==> src/rtl/photo_sensor_pkg.sv <==
// Shared definitions for the photo-interrupter sensor blocks.
// The LED mode encoding is common to every channel and to the register map.
package photo_sensor_pkg;

    typedef enum logic [1:0] {
        MODE_FOLLOW  = 2'd0,
        MODE_TOGGLE  = 2'd1,
        MODE_STRETCH = 2'd2,
        MODE_OFF     = 2'd3
    } led_mode_e;

endpackage

==> src/rtl/photo_interrupter_channel.sv <==
// One sensor channel: synchroniser, debounce, rise detect, saturating event
// counter, toggle flop, retriggerable stretch timer and registered LED select.
module photo_interrupter_channel
    import photo_sensor_pkg::*;
#(
    parameter int SYNC_STAGES     = 2,
    parameter int DEBOUNCE_CYCLES = 1000,
    parameter int CNT_W           = 16,
    parameter int STRETCH_CYCLES  = 50000
) (
    input  logic             clk,
    input  logic             rst,
    input  logic             sensor,
    input  logic [1:0]       mode,
    input  logic             clr_cnt,
    output logic             state,
    output logic             rise_pulse,
    output logic [CNT_W-1:0] count,
    output logic             overflow,
    output logic             led
);

    localparam int DB_W = $clog2(DEBOUNCE_CYCLES + 1);
    localparam int ST_W = $clog2(STRETCH_CYCLES + 1);
    localparam logic [DB_W-1:0] DB_LAST = DB_W'(DEBOUNCE_CYCLES - 1);
    localparam logic [ST_W-1:0] ST_LOAD = ST_W'(STRETCH_CYCLES);

    logic [SYNC_STAGES-1:0] sync_q, sync_d;
    logic [DB_W-1:0]        db_cnt_q, db_cnt_d;
    logic                   state_q, state_d;
    logic                   rise_q, rise_d;
    logic [CNT_W-1:0]       count_q, count_d;
    logic                   overflow_q, overflow_d;
    logic                   toggle_q, toggle_d;
    logic [ST_W-1:0]        stretch_q, stretch_d;
    logic                   led_q, led_d;
    logic                   sync_out;

    assign sync_out = sync_q[SYNC_STAGES-1];

    always_comb begin
        // NOTE: every combinational output gets a default first so no path can infer a latch.
        sync_d     = {sync_q[SYNC_STAGES-2:0], sensor};
        db_cnt_d   = '0;
        state_d    = state_q;
        count_d    = count_q;
        overflow_d = overflow_q;
        stretch_d  = stretch_q;
        led_d      = 1'b0;

        // The new level is accepted on the cycle that completes the persistence window.
        if (sync_out != state_q) begin
            if (db_cnt_q == DB_LAST) state_d = sync_out;
            else                     db_cnt_d = db_cnt_q + 1'b1;
        end

        // Registered so the strobe coincides with the first cycle state reads 1.
        rise_d = state_d & ~state_q;

        if (clr_cnt) begin
            count_d    = '0;
            overflow_d = 1'b0;
        end else if (rise_q) begin
            if (&count_q) overflow_d = 1'b1;
            else          count_d    = count_q + 1'b1;
        end

        toggle_d = toggle_q ^ rise_q;

        if (rise_q)                stretch_d = ST_LOAD;
        else if (stretch_q != '0)  stretch_d = stretch_q - 1'b1;

        case (led_mode_e'(mode))
            MODE_FOLLOW:  led_d = state_q;
            MODE_TOGGLE:  led_d = toggle_q;
            MODE_STRETCH: led_d = (stretch_q != '0);
            default:      led_d = 1'b0;
        endcase
    end

    // NOTE: sequential state uses non-blocking assignments so all flops update together.
    always_ff @(posedge clk or posedge rst) begin
        if (rst) begin
            sync_q     <= '0;
            db_cnt_q   <= '0;
            state_q    <= 1'b0;
            rise_q     <= 1'b0;
            count_q    <= '0;
            overflow_q <= 1'b0;
            toggle_q   <= 1'b0;
            stretch_q  <= '0;
            led_q      <= 1'b0;
        end else begin
            sync_q     <= sync_d;
            db_cnt_q   <= db_cnt_d;
            state_q    <= state_d;
            rise_q     <= rise_d;
            count_q    <= count_d;
            overflow_q <= overflow_d;
            toggle_q   <= toggle_d;
            stretch_q  <= stretch_d;
            led_q      <= led_d;
        end
    end

    assign state      = state_q;
    assign rise_pulse = rise_q;
    assign count      = count_q;
    assign overflow   = overflow_q;
    assign led        = led_q;

endmodule

==> src/rtl/photo_interrupter_array.sv <==
// N_CH independent photo-interrupter channels sharing clock, reset, LED mode
// and counter clear; per-channel counts are packed into one flat bus.
module photo_interrupter_array
    import photo_sensor_pkg::*;
#(
    parameter int N_CH            = 4,
    parameter int SYNC_STAGES     = 2,
    parameter int DEBOUNCE_CYCLES = 1000,
    parameter int CNT_W           = 16,
    parameter int STRETCH_CYCLES  = 50000
) (
    input  logic                  clk,
    input  logic                  rst,
    input  logic [N_CH-1:0]       sensor,
    input  logic [1:0]            mode,
    input  logic                  clr_cnt,
    output logic [N_CH-1:0]       state,
    output logic [N_CH-1:0]       rise_pulse,
    output logic [N_CH*CNT_W-1:0] count,
    output logic [N_CH-1:0]       overflow,
    output logic [N_CH-1:0]       led
);

    for (genvar i = 0; i < N_CH; i++) begin : g_ch
        photo_interrupter_channel #(
            .SYNC_STAGES     (SYNC_STAGES),
            .DEBOUNCE_CYCLES (DEBOUNCE_CYCLES),
            .CNT_W           (CNT_W),
            .STRETCH_CYCLES  (STRETCH_CYCLES)
        ) u_ch (
            .clk        (clk),
            .rst        (rst),
            .sensor     (sensor[i]),
            .mode       (mode),
            .clr_cnt    (clr_cnt),
            .state      (state[i]),
            .rise_pulse (rise_pulse[i]),
            .count      (count[i*CNT_W +: CNT_W]),
            .overflow   (overflow[i]),
            .led        (led[i])
        );
    end

endmodule
==> config.mk <==
export PLATFORM = sky130hd
export DESIGN_NAME = photo_interrupter_array
export DESIGN_NICKNAME = d
export VERILOG_FILES = /design/src/rtl/photo_sensor_pkg.sv /design/src/rtl/photo_interrupter_channel.sv /design/src/rtl/photo_interrupter_array.sv
export SDC_FILE = /design/constraint.sdc
export NUM_CORES = 1
export LEC_CHECK = 0
export ABC_AREA = 1
export ABC_CLOCK_PERIOD_IN_PS = 9000
export CAP_MARGIN = 25
export CORE_UTILIZATION = 30
export CTS_CLUSTER_DIAMETER = 150
export DETAILED_ROUTE_END_ITERATION = 7
export SLEW_MARGIN = 20
export SYNTH_ARGS = -nofsm -noshare
export SYNTH_HDL_FRONTEND = slang
export SYNTH_SLANG_ARGS = --single-unit
==> constraint.sdc <==
create_clock -name clk -period 9 [get_ports clk]
set_input_delay 1.8 -clock clk [delete_from_list [all_inputs] [get_ports clk]]
set_output_delay 1.8 -clock clk [all_outputs]
set_load 0.03 [all_outputs]
==> results.yml, run 1 <==
run_status:
  status: "finished, final reports clean"
power:
  p_sw_uw: 427
  comb_power_share_pct: 4.7
  clkPwrFrac_pct: 45.9
  switching_share_pct: 23.4
  power_frac_seq_pct: 49.4
  ir_worst_vdd_v: 0.000130
  p_leak_uw: 0.00648
  powerDensity_mw_per_mm2: 140
  intPower_uw: 1400
routing:
  post_drt_wl_per_cell_um: 13.0
  initialDrtViolationCount: 639
  vias: 9749
  drtAntennaViolNets: 0
  wirelength_um: 27000
  vias_per_cell: 4.70
  drt_pass1_iterations: 5
  drc: 0
timing:
  slew_viol_final: 0
  hold_ws_ns: 0.349
  setup_viol: 0
  period_needed_ns: 3.73
  max_freq_mhz: 268
  fin_ws_ns: 5.27
  fin_worst_skew_ns: 0.0111
  worst_slew_pin_slew_ns: 0.866
  final.setup.tns_ns: 0
  hold_viol_final: 0
  grt_setup_unrepaired: "no"
  maxSlewHeadroom_pct: 42.3
  min_period_over_period_pct: 41.5
finish:
  n_antenna_cell: 0
  layoutNonFillerInstCount: 2074
  nets: 1618
  area_growth_pct: 17.2
  multi_input_area_mm2: 0.00528
  fillers: 3809
  final_cell_mix: "nand2_1 (380), nor2_1 (254), dfrtp_1 (196)"
  mostFrequentLayoutCell: "nand2_1"
  final_core_util_pct: 35.7
  drive_gt1_share_pct: 5.60
  ff_latch_area_mm2: 0.00490
clock_network:
  cts_tree: "done"
  cts_resized: 0
  path_clk_slew_ns: 0.08
  insertion_delay_ns: 0.44
  root_buffer: "clkbuf_16"
  clkSinkCount: 196
  htree_levels: 4
  cts_buffer_depth: 2
  cts_hold_buf: 0
  cts-buffers-inserted: 17
  cts_setup_buffers: 0
run:
  max_cap_violations: 0
place:
  place.gp.congestion: 0.893
  dp.cells: 2041
  dp_slack_ns: 4.85
  dp_hpwl_um: 19500
  numPortBuffers: 88
setup_path:
  cp_top_family: "buffers and inverters"
  path_cells: "clkdlybuf4s50_1"
  max_stage_delay_ns: 0.78
  cp-end-kind: "output port"
  ff2ff_setup_slack_ns: 6.89
  worstPathArrival_ns: 1.93
  r2r-start: "g_ch[3].u_ch.rise_pulse$_DFF_PP0_"
  rr_worst_depth: 6
  crit_buf_inv: 1
  rr_endpoint: "g_ch[3].u_ch.count[7]$_DFFE_PP0P_"
  critPathLaunchType: "flop"
  crit_type: "flop to output port"
  required_ns: 7.20
  cp_slowest_cell: "clkdlybuf4s50_1"
  worstPathMaxFanout: 10
floorplanning:
  io_pins: 89
  chipHeight_um: 195
  fp-row-count: 70
  core_area_mm2: 0.0366
  initial_utilization_pct: 30.4
  die_w_um: 195
  die-area_mm2: 0.0379
global_route:
  antenna_found_initial: 0
  use_met2_pct: 23.5
  grt_pass1_wl_um: 45900
  top_usage_layer: "met2"
  grt_overflow_total: 0
  use_met3_pct: 2.53
  grt_max_degree: 123
  met1_usage_pct: 20.2
  grt_pass1_vias: 9204
  grt_usage_pct: 14.8
yosys:
  ys_seq_area_share_pct: 44.0
  synth_top_family_by_area: "simple AND/OR/NAND/NOR gates"
  syn_avg_cell_area_um2: 7.33
  synth_nets: 1545
  synthSimpleGateAreaFrac_pct: 36.2
  synth_xor_area_share_pct: 3.30
  synthFlopType: "dfrtp_1"
  synth_top_area_share_pct: 44.0
  ys_types: 38
  ys_top_cells_by_area: "dfrtp_1 (44%), nand2_1 (13%), nor2_1 (8.6%), nand3_1 (7.5%), inv_1 (6.0%)"
  ys.warnings.count: 0
  netlist_area_mm2: 0.0111
  async_flop_share_pct: 100
  synth-seq-cells: 196
  synth_compound_area_share_pct: 6.17
  yosys.area.top_type: "dfrtp_1"
  synthAdderAreaFrac_pct: 1.80
  syn_inst: 1520
  synthMuxAreaShare_pct: 0
  synth_edf_count: 0
hold_path:
  holdPathEnd: "g_ch[2].u_ch.sync_q[1]$_DFF_PP0_"
  whs_path_depth: 0
  hp-start: "g_ch[2].u_ch.sync_q[0]$_DFF_PP0_"
  hp-class: "flop to flop"
[synthesized netlist by cell type (9+ instances only)]
library cell and n:
nand3_1 168, o21ai_0 33, ha_1 16, nand4_1 35, nand2_1 380, or2_2 13
dfrtp_1 196, a21oi_1 18, inv_1 179, clkbuf_1 9, o21bai_1 13, nor2_1 254
nor3_1 34, nand2_2 14, o21ai_1 35, xor2_1 40, buf_4 20
[worst max path at each step]
stage                                            startpoint                                end  slack (ns)  cells past startpoint
after floorplan                                         rst  g_ch[0].u_ch.count[0]$_DFFE_PP0P_        1.86                      1
after global placement                              clr_cnt  g_ch[3].u_ch.count[7]$_DFFE_PP0P_        4.88                      9
after detailed placement                            clr_cnt  g_ch[3].u_ch.count[3]$_DFFE_PP0P_        4.85                      9
after CTS                 g_ch[1].u_ch.rise_pulse$_DFF_PP0_                      rise_pulse[1]        5.18                      1
after global routing                                clr_cnt  g_ch[1].u_ch.count[4]$_DFFE_PP0P_        5.07                      9
final                     g_ch[1].u_ch.rise_pulse$_DFF_PP0_                      rise_pulse[1]        5.27                      1
[cell type report]
type	instances	area share (%)
Multi-Input combinational cell	1101	40.5
Sequential cell	196	37.6
Timing Repair Buffer	92	7.13
Inverter	185	5.38
Tap cell	468	4.48
Clock buffer	19	3.47
Clock inverter	13	1.51
[logic make-up after synthesis]
kind of cell | after synthesis
AO/OA/AOI/OAI | 119
adder cells (fa/ha/maj) | 16
flip-flops | 196
XOR/XNOR | 42
AND/OR/NAND/NOR | 924
buffers and inverters | 223
[stage by stage]
step	power, uW	cell area (um^2)
floorplan	978	11100
global placement	1010	12400
detailed placement	1010	12400
CTS	1850	13000
global route	1910	13100
finish	1830	13100
[power groups by stage]
stage | combinational (uW) | clock (uW) | sequential, uW
global route | 98.4 | 902 | 906
floorplan | 50.6 | 0 | 928
CTS | 87.5 | 863 | 904
finish | 86.1 | 839 | 904
global placement | 86.5 | 0 | 921
detailed placement | 86.9 | 0 | 921
[registers in the layout, summed over array words and instances, names as in the netlist]
| register | count |
|---|---|
| g_ch.u_ch.rise_pulse | 4 |
| g_ch.u_ch.db_cnt_q | 40 |
| g_ch.u_ch.state | 4 |
| g_ch.u_ch.toggle_q | 4 |
| g_ch.u_ch.sync_q | 8 |
| g_ch.u_ch.count | 64 |
| g_ch.u_ch.overflow | 4 |
| g_ch.u_ch.stretch_q | 64 |
| g_ch.u_ch.led | 4 |
[routing by layer]
| layer | up-vias | share of wire [%] |
|---|---|---|
| met1 | 4543 | 49 |
| met2 | 196 | 45 |
| li1 | 4981 | - |
| met3 | 29 | 4.3 |
| met5 | - | 0 |
| met4 | 0 | 1.9 |
Note: power is estimated with default switching activity, not from simulation.
==> inputs of run 2 (changes only) <==
--- a/config.mk
+++ b/config.mk
@@ -6,7 +6,7 @@
 export NUM_CORES = 1
 export LEC_CHECK = 0
 export ABC_AREA = 1
-export ABC_CLOCK_PERIOD_IN_PS = 9000
+export ABC_CLOCK_PERIOD_IN_PS = 3900
 export CAP_MARGIN = 25
 export CORE_UTILIZATION = 30
 export CTS_CLUSTER_DIAMETER = 150
==> constraint.sdc (replaced) <==
create_clock -name clk -period 3.9 [get_ports clk]
set_input_delay 0.78 -clock clk [delete_from_list [all_inputs] [get_ports clk]]
set_output_delay 0.78 -clock clk [all_outputs]
set_load 0.03 [all_outputs]
==> run 2 against run 1 <==
  * Worst hold slack better by 0.0010 ns
  * Total power up 130%
  * Final cell count about the same
  * Flip-flop and latch count unchanged
  * Core utilization about the same
  * First-iteration DRC count down 13%
  * Routed wire length down 1.5%
  * Setup slack worse by 4.0 ns
  * Critical path depth unchanged
  * Clock power up 120%
  * Via count down 0.18%
  * Combinational power up 130%
  * Critical path type unchanged
  * Largest cell class unchanged
==> results.yml, run 2 (synthesized netlist as in run 1, its figures left out) <==
setup_path:
  worstPathArrival_ns: 1.89
  crit_type: "flop to output port"
  critPathLaunchType: "flop"
  rr_worst_depth: 9
  cp_top_family: "buffers and inverters"
  worstPathMaxFanout: 10
  path_depth: 1
  required_ns: 3.12
  path_cells: "clkdlybuf4s50_1"
  cp-end-kind: "output port"
  max_stage_delay_ns: 0.77
  crit_buf_inv: 1
  cp_slowest_cell: "clkdlybuf4s50_1"
place:
  dp.cells: 2044
  place.gp.congestion: 0.877
  numPortBuffers: 88
  dp_hpwl_um: 19400
clock_network:
  cts-buffers-inserted: 17
  cts_tree: "done"
  htree_levels: 4
  clkSinkCount: 196
  path_clk_slew_ns: 0.08
  cts_resized: 0
  cts_setup_buffers: 0
  cts_buffer_depth: 2
  insertion_delay_ns: 0.44
  cts_hold_buf: 0
  root_buffer: "clkbuf_16"
timing:
  max_freq_mhz: 375
  hold_viol_final: 0
  slew_viol_final: 0
  maxSlewHeadroom_pct: 56.3
  period_needed_ns: 2.67
  fin_worst_skew_ns: 0.0102
  grt_setup_unrepaired: "no"
  setup_viol: 0
  worst_slew_pin_slew_ns: 0.655
  final.setup.tns_ns: 0
  min_period_over_period_pct: 68.4
floorplanning:
  die-area_mm2: 0.0379
  io_pins: 89
  fp-row-count: 70
  core_area_mm2: 0.0366
  die_w_um: 195
  initial_utilization_pct: 30.4
  chipHeight_um: 195
power:
  p_leak_uw: 0.00649
  ir_worst_vdd_v: 0.000307
  powerDensity_mw_per_mm2: 318
hold_path:
  whs_path_depth: 0
  hp-class: "flop to flop"
routing:
  drc: 0
  post_drt_wl_per_cell_um: 12.8
  vias_per_cell: 4.69
  wirelength_um: 26600
  initialDrtViolationCount: 554
  vias: 9731
  drtAntennaViolNets: 0
  drt_pass1_iterations: 5
finish:
  nets: 1620
  n_antenna_cell: 0
  layoutNonFillerInstCount: 2076
  drive_gt1_share_pct: 5.72
  mostFrequentLayoutCell: "nand2_1"
  final_cell_mix: "nand2_1 (380), nor2_1 (254), dfrtp_1 (196)"
  final_core_util_pct: 35.7
  area_growth_pct: 17.2
global_route:
  antenna_found_initial: 0
  grt_overflow_total: 0
  grt_usage_pct: 14.6
  grt_pass1_wl_um: 45500
  grt_pass1_vias: 9136
  grt_max_degree: 77
run_status:
  status: "finished, final reports clean"
run:
  max_cap_violations: 0
[run 2: changes by cell type in the layout (fill, tap and decap cells not counted)]
cell        change
clkinv_2        +2
buf_16          -1
clkinv_4        +1
buf_12          +3
inv_8           -2
inv_6           +2
clkinvlp_4      -2
bufinv_16       -1
[run 2: where the power goes]
group | switching (uW) | total, uW | internal, uW | leakage, uW
clock | 813 | 1870 | 1050 | 0.000302
combinational | 141 | 202 | 61.7 | 0.00349
sequential | 30.2 | 2090 | 2060 | 0.00270
total | 984 | 4160 | 3170 | 0.00649
[run 2: worst paths after layout]
check	start	to	slack (ns)
max reg2reg	g_ch[3].u_ch.count[0]$_DFFE_PP0P_	g_ch[3].u_ch.count[5]$_DFFE_PP0P_	1.77
max	g_ch[1].u_ch.rise_pulse$_DFF_PP0_	rise_pulse[1]	1.23
min reg2reg	g_ch[2].u_ch.sync_q[0]$_DFF_PP0_	g_ch[2].u_ch.sync_q[1]$_DFF_PP0_	0.35
min	g_ch[2].u_ch.sync_q[0]$_DFF_PP0_	g_ch[2].u_ch.sync_q[1]$_DFF_PP0_	0.35
min in group asynchronous	rst	g_ch[2].u_ch.sync_q[0]$_DFF_PP0_	0.77
max in group asynchronous	rst	g_ch[1].u_ch.count[7]$_DFFE_PP0P_	2.32
[run 2: area by class of cell]
| type | instances | area (um^2) |
|---|---|---|
| Fill cell | 3819 | 23600 |
| Sequential cell | 196 | 4900 |
| Inverter | 185 | 698 |
| Clock inverter | 13 | 170 |
| Clock buffer | 19 | 453 |
| Timing Repair Buffer | 94 | 963 |
| Multi-Input combinational cell | 1101 | 5280 |
| Tap cell | 468 | 586 |
[run 2: per-layer routing]
metal	part of all wire [%]	track usage, %	wire (um)
met1	49	20.3	13100
met2	45	23.0	12000
met3	3.8	2.50	1010
met4	1.8	4.82	472
met5	0	0	0
[run 2: stage by stage]
stage	setup WS [ns]	cell area, um^2	power, uW	hold slack (ns)
2_1_floorplan	0.588	11100	2260	0.331
6_report	1.23	13100	4160	0.350
5_1_grt	1.15	13100	4330	0.361
3_5_place_dp	1.30	12400	2330	0.336
3_3_place_gp	1.38	12400	2330	0.336
4_1_cts	1.17	13100	4220	0.354
==> inputs of run 3 (changes only) <==
--- a/config.mk
+++ b/config.mk
@@ -6,7 +6,7 @@
 export NUM_CORES = 1
 export LEC_CHECK = 0
 export ABC_AREA = 1
-export ABC_CLOCK_PERIOD_IN_PS = 3900
+export ABC_CLOCK_PERIOD_IN_PS = 2300
 export CAP_MARGIN = 25
 export CORE_UTILIZATION = 30
 export CTS_CLUSTER_DIAMETER = 150
==> constraint.sdc (replaced) <==
create_clock -name clk -period 2.3 [get_ports clk]
set_input_delay 0.46 -clock clk [delete_from_list [all_inputs] [get_ports clk]]
set_output_delay 0.46 -clock clk [all_outputs]
set_load 0.03 [all_outputs]
==> run 3 against run 2 <==
  * Clock power grew 57%
  * Largest power group unchanged
  * Sequential share of layout area is essentially flat
  * Worst hold slack gained 0.00098 ns
  * Final cell count grew 0.24%
  * Design area is essentially flat
  * Flip-flop and latch count is the same
  * Critical endpoint is now state[1]
  * Die area is the same
  * Clock-buffer cell count shrank 2
  * Routed wire length shrank 0.44%
  * Core utilization is essentially flat
==> results.yml, run 3 (synthesized netlist as in run 1, its figures left out) <==
power:
  ir_worst_vdd_v: 0.000506
  powerDensity_mw_per_mm2: 522
  p_leak_uw: 0.00650
routing:
  vias: 9671
  drt_pass1_iterations: 4
  drtAntennaViolNets: 0
  wirelength_um: 26400
  initialDrtViolationCount: 583
  post_drt_wl_per_cell_um: 12.7
  vias_per_cell: 4.65
  drc: 0
clock_network:
  cts_setup_buffers: 0
  path_clk_slew_ns: 0.08
  root_buffer: "clkbuf_16"
  cts_tree: "done"
  htree_levels: 4
  clkSinkCount: 196
  cts_resized: 0
  cts-buffers-inserted: 17
  cts_buffer_depth: 2
  cts_hold_buf: 0
  insertion_delay_ns: 0.44
finish:
  area_growth_pct: 17.1
  nets: 1626
  mostFrequentLayoutCell: "nand2_1"
  final_cell_mix: "nand2_1 (380), nor2_1 (254), dfrtp_1 (196)"
  n_antenna_cell: 0
  drive_gt1_share_pct: 6.01
  layoutNonFillerInstCount: 2081
hold_path:
  holdPathEnd: "g_ch[3].u_ch.sync_q[1]$_DFF_PP0_"
  hp-class: "flop to flop"
  hp-start: "g_ch[3].u_ch.sync_q[0]$_DFF_PP0_"
  whs_path_depth: 0
setup_path:
  cp_top_family: "buffers and inverters"
  max_stage_delay_ns: 0.75
  cp_slowest_cell: "clkdlybuf4s50_1"
  r2r-start: "g_ch[3].u_ch.count[0]$_DFFE_PP0P_"
  critPathLaunchType: "flop"
  crit_type: "flop to output port"
  required_ns: 1.84
  crit_buf_inv: 1
  rr_worst_depth: 9
  path_depth: 1
  worstPathArrival_ns: 1.74
  rr_endpoint: "g_ch[3].u_ch.count[1]$_DFFE_PP0P_"
  ff2ff_setup_slack_ns: 0.34
  path_cells: "clkdlybuf4s50_1"
  cp-end-kind: "output port"
  worstPathMaxFanout: 5
run_status:
  status: "finished, final reports clean"
timing:
  period_needed_ns: 2.20
  hold_viol_final: 0
  final.setup.tns_ns: 0
  setup_viol: 0
  grt_setup_unrepaired: "no"
  max_freq_mhz: 455
  fin_ws_ns: 0.101
  min_period_over_period_pct: 95.6
  fin_worst_skew_ns: 0.0121
  maxSlewHeadroom_pct: 62.6
  worst_slew_pin_slew_ns: 0.562
  slew_viol_final: 0
global_route:
  grt_usage_pct: 14.7
  grt_max_degree: 99
  antenna_found_initial: 0
  grt_pass1_wl_um: 46000
  grt_pass1_vias: 9211
  grt_overflow_total: 0
run:
  max_cap_violations: 0
place:
  numPortBuffers: 88
  dp.cells: 2050
  dp_slack_ns: 0.319
  dp_hpwl_um: 19200
  place.gp.congestion: 0.871
floorplanning:
  die-area_mm2: 0.0379
  io_pins: 89
  fp-row-count: 70
  die_w_um: 195
  chipHeight_um: 195
  initial_utilization_pct: 30.4
  core_area_mm2: 0.0366
==> run 3: cell count changes in the layout (fill, tap and decap cells not counted) <==
cell        delta
buf_4          +6
bufinv_16      -2
clkbuf_8       -2
inv_6          +2
inv_8          +2
clkinvlp_4     -1
==> run 3: routing by layer <==
layer,global-route usage (%),up-vias,wire [um]
met5,0,-,0
met4,4.12,0,322
met3,2.36,21,1010
met2,23.3,178,12300
met1,20.7,4468,12800
li1,-,5004,-
==> run 3: worst max-delay path by stage <==
stage                     slack (ns)                         startpoint                                 to
after CTS                       0.06       g_ch[1].u_ch.state$_DFF_PP0_                           state[1]
final                           0.10       g_ch[1].u_ch.state$_DFF_PP0_                           state[1]
after floorplan                -0.69                                rst  g_ch[0].u_ch.count[0]$_DFFE_PP0P_
after global routing            0.03  g_ch[3].u_ch.rise_pulse$_DFF_PP0_                      rise_pulse[3]
after global placement          0.35                            clr_cnt  g_ch[3].u_ch.count[5]$_DFFE_PP0P_
after detailed placement        0.32                            clr_cnt  g_ch[3].u_ch.count[1]$_DFFE_PP0P_
==> run 3: metrics by stage <==
step | instance area [um^2] | total power [uW] | hold slack (ns) | utilization (%)
floorplan | 11100 | 3830 | 0.331 | -
global placement | 12500 | 3950 | 0.335 | 34.1
detailed placement | 12500 | 3960 | 0.337 | 34.1
CTS | 13000 | 6930 | 0.354 | 35.6
global route | 13000 | 7130 | 0.356 | 35.6
finish | 13000 | 6810 | 0.351 | 35.6
==> run 3: layout make-up <==
| cell class | count | area (um^2) |
|---|---|---|
| clock buffer | 17 | 425 |
| clock inverter | 14 | 143 |
| fill | 3765 | 23600 |
| inverter | 185 | 698 |
| multi-input combinational | 1101 | 5280 |
| sequential | 196 | 4900 |
| tap | 468 | 586 |
| timing repair buffer | 100 | 1010 |
==> run 3: report_power, final <==
group	leakage [uW]	total [uW]	switching [uW]	internal (uW)
Clock	0.000281	2930	1400	1530
Combinational	0.00351	345	239	106
Sequential	0.00270	3540	50.5	3490
Total	0.00650	6810	1690	5120
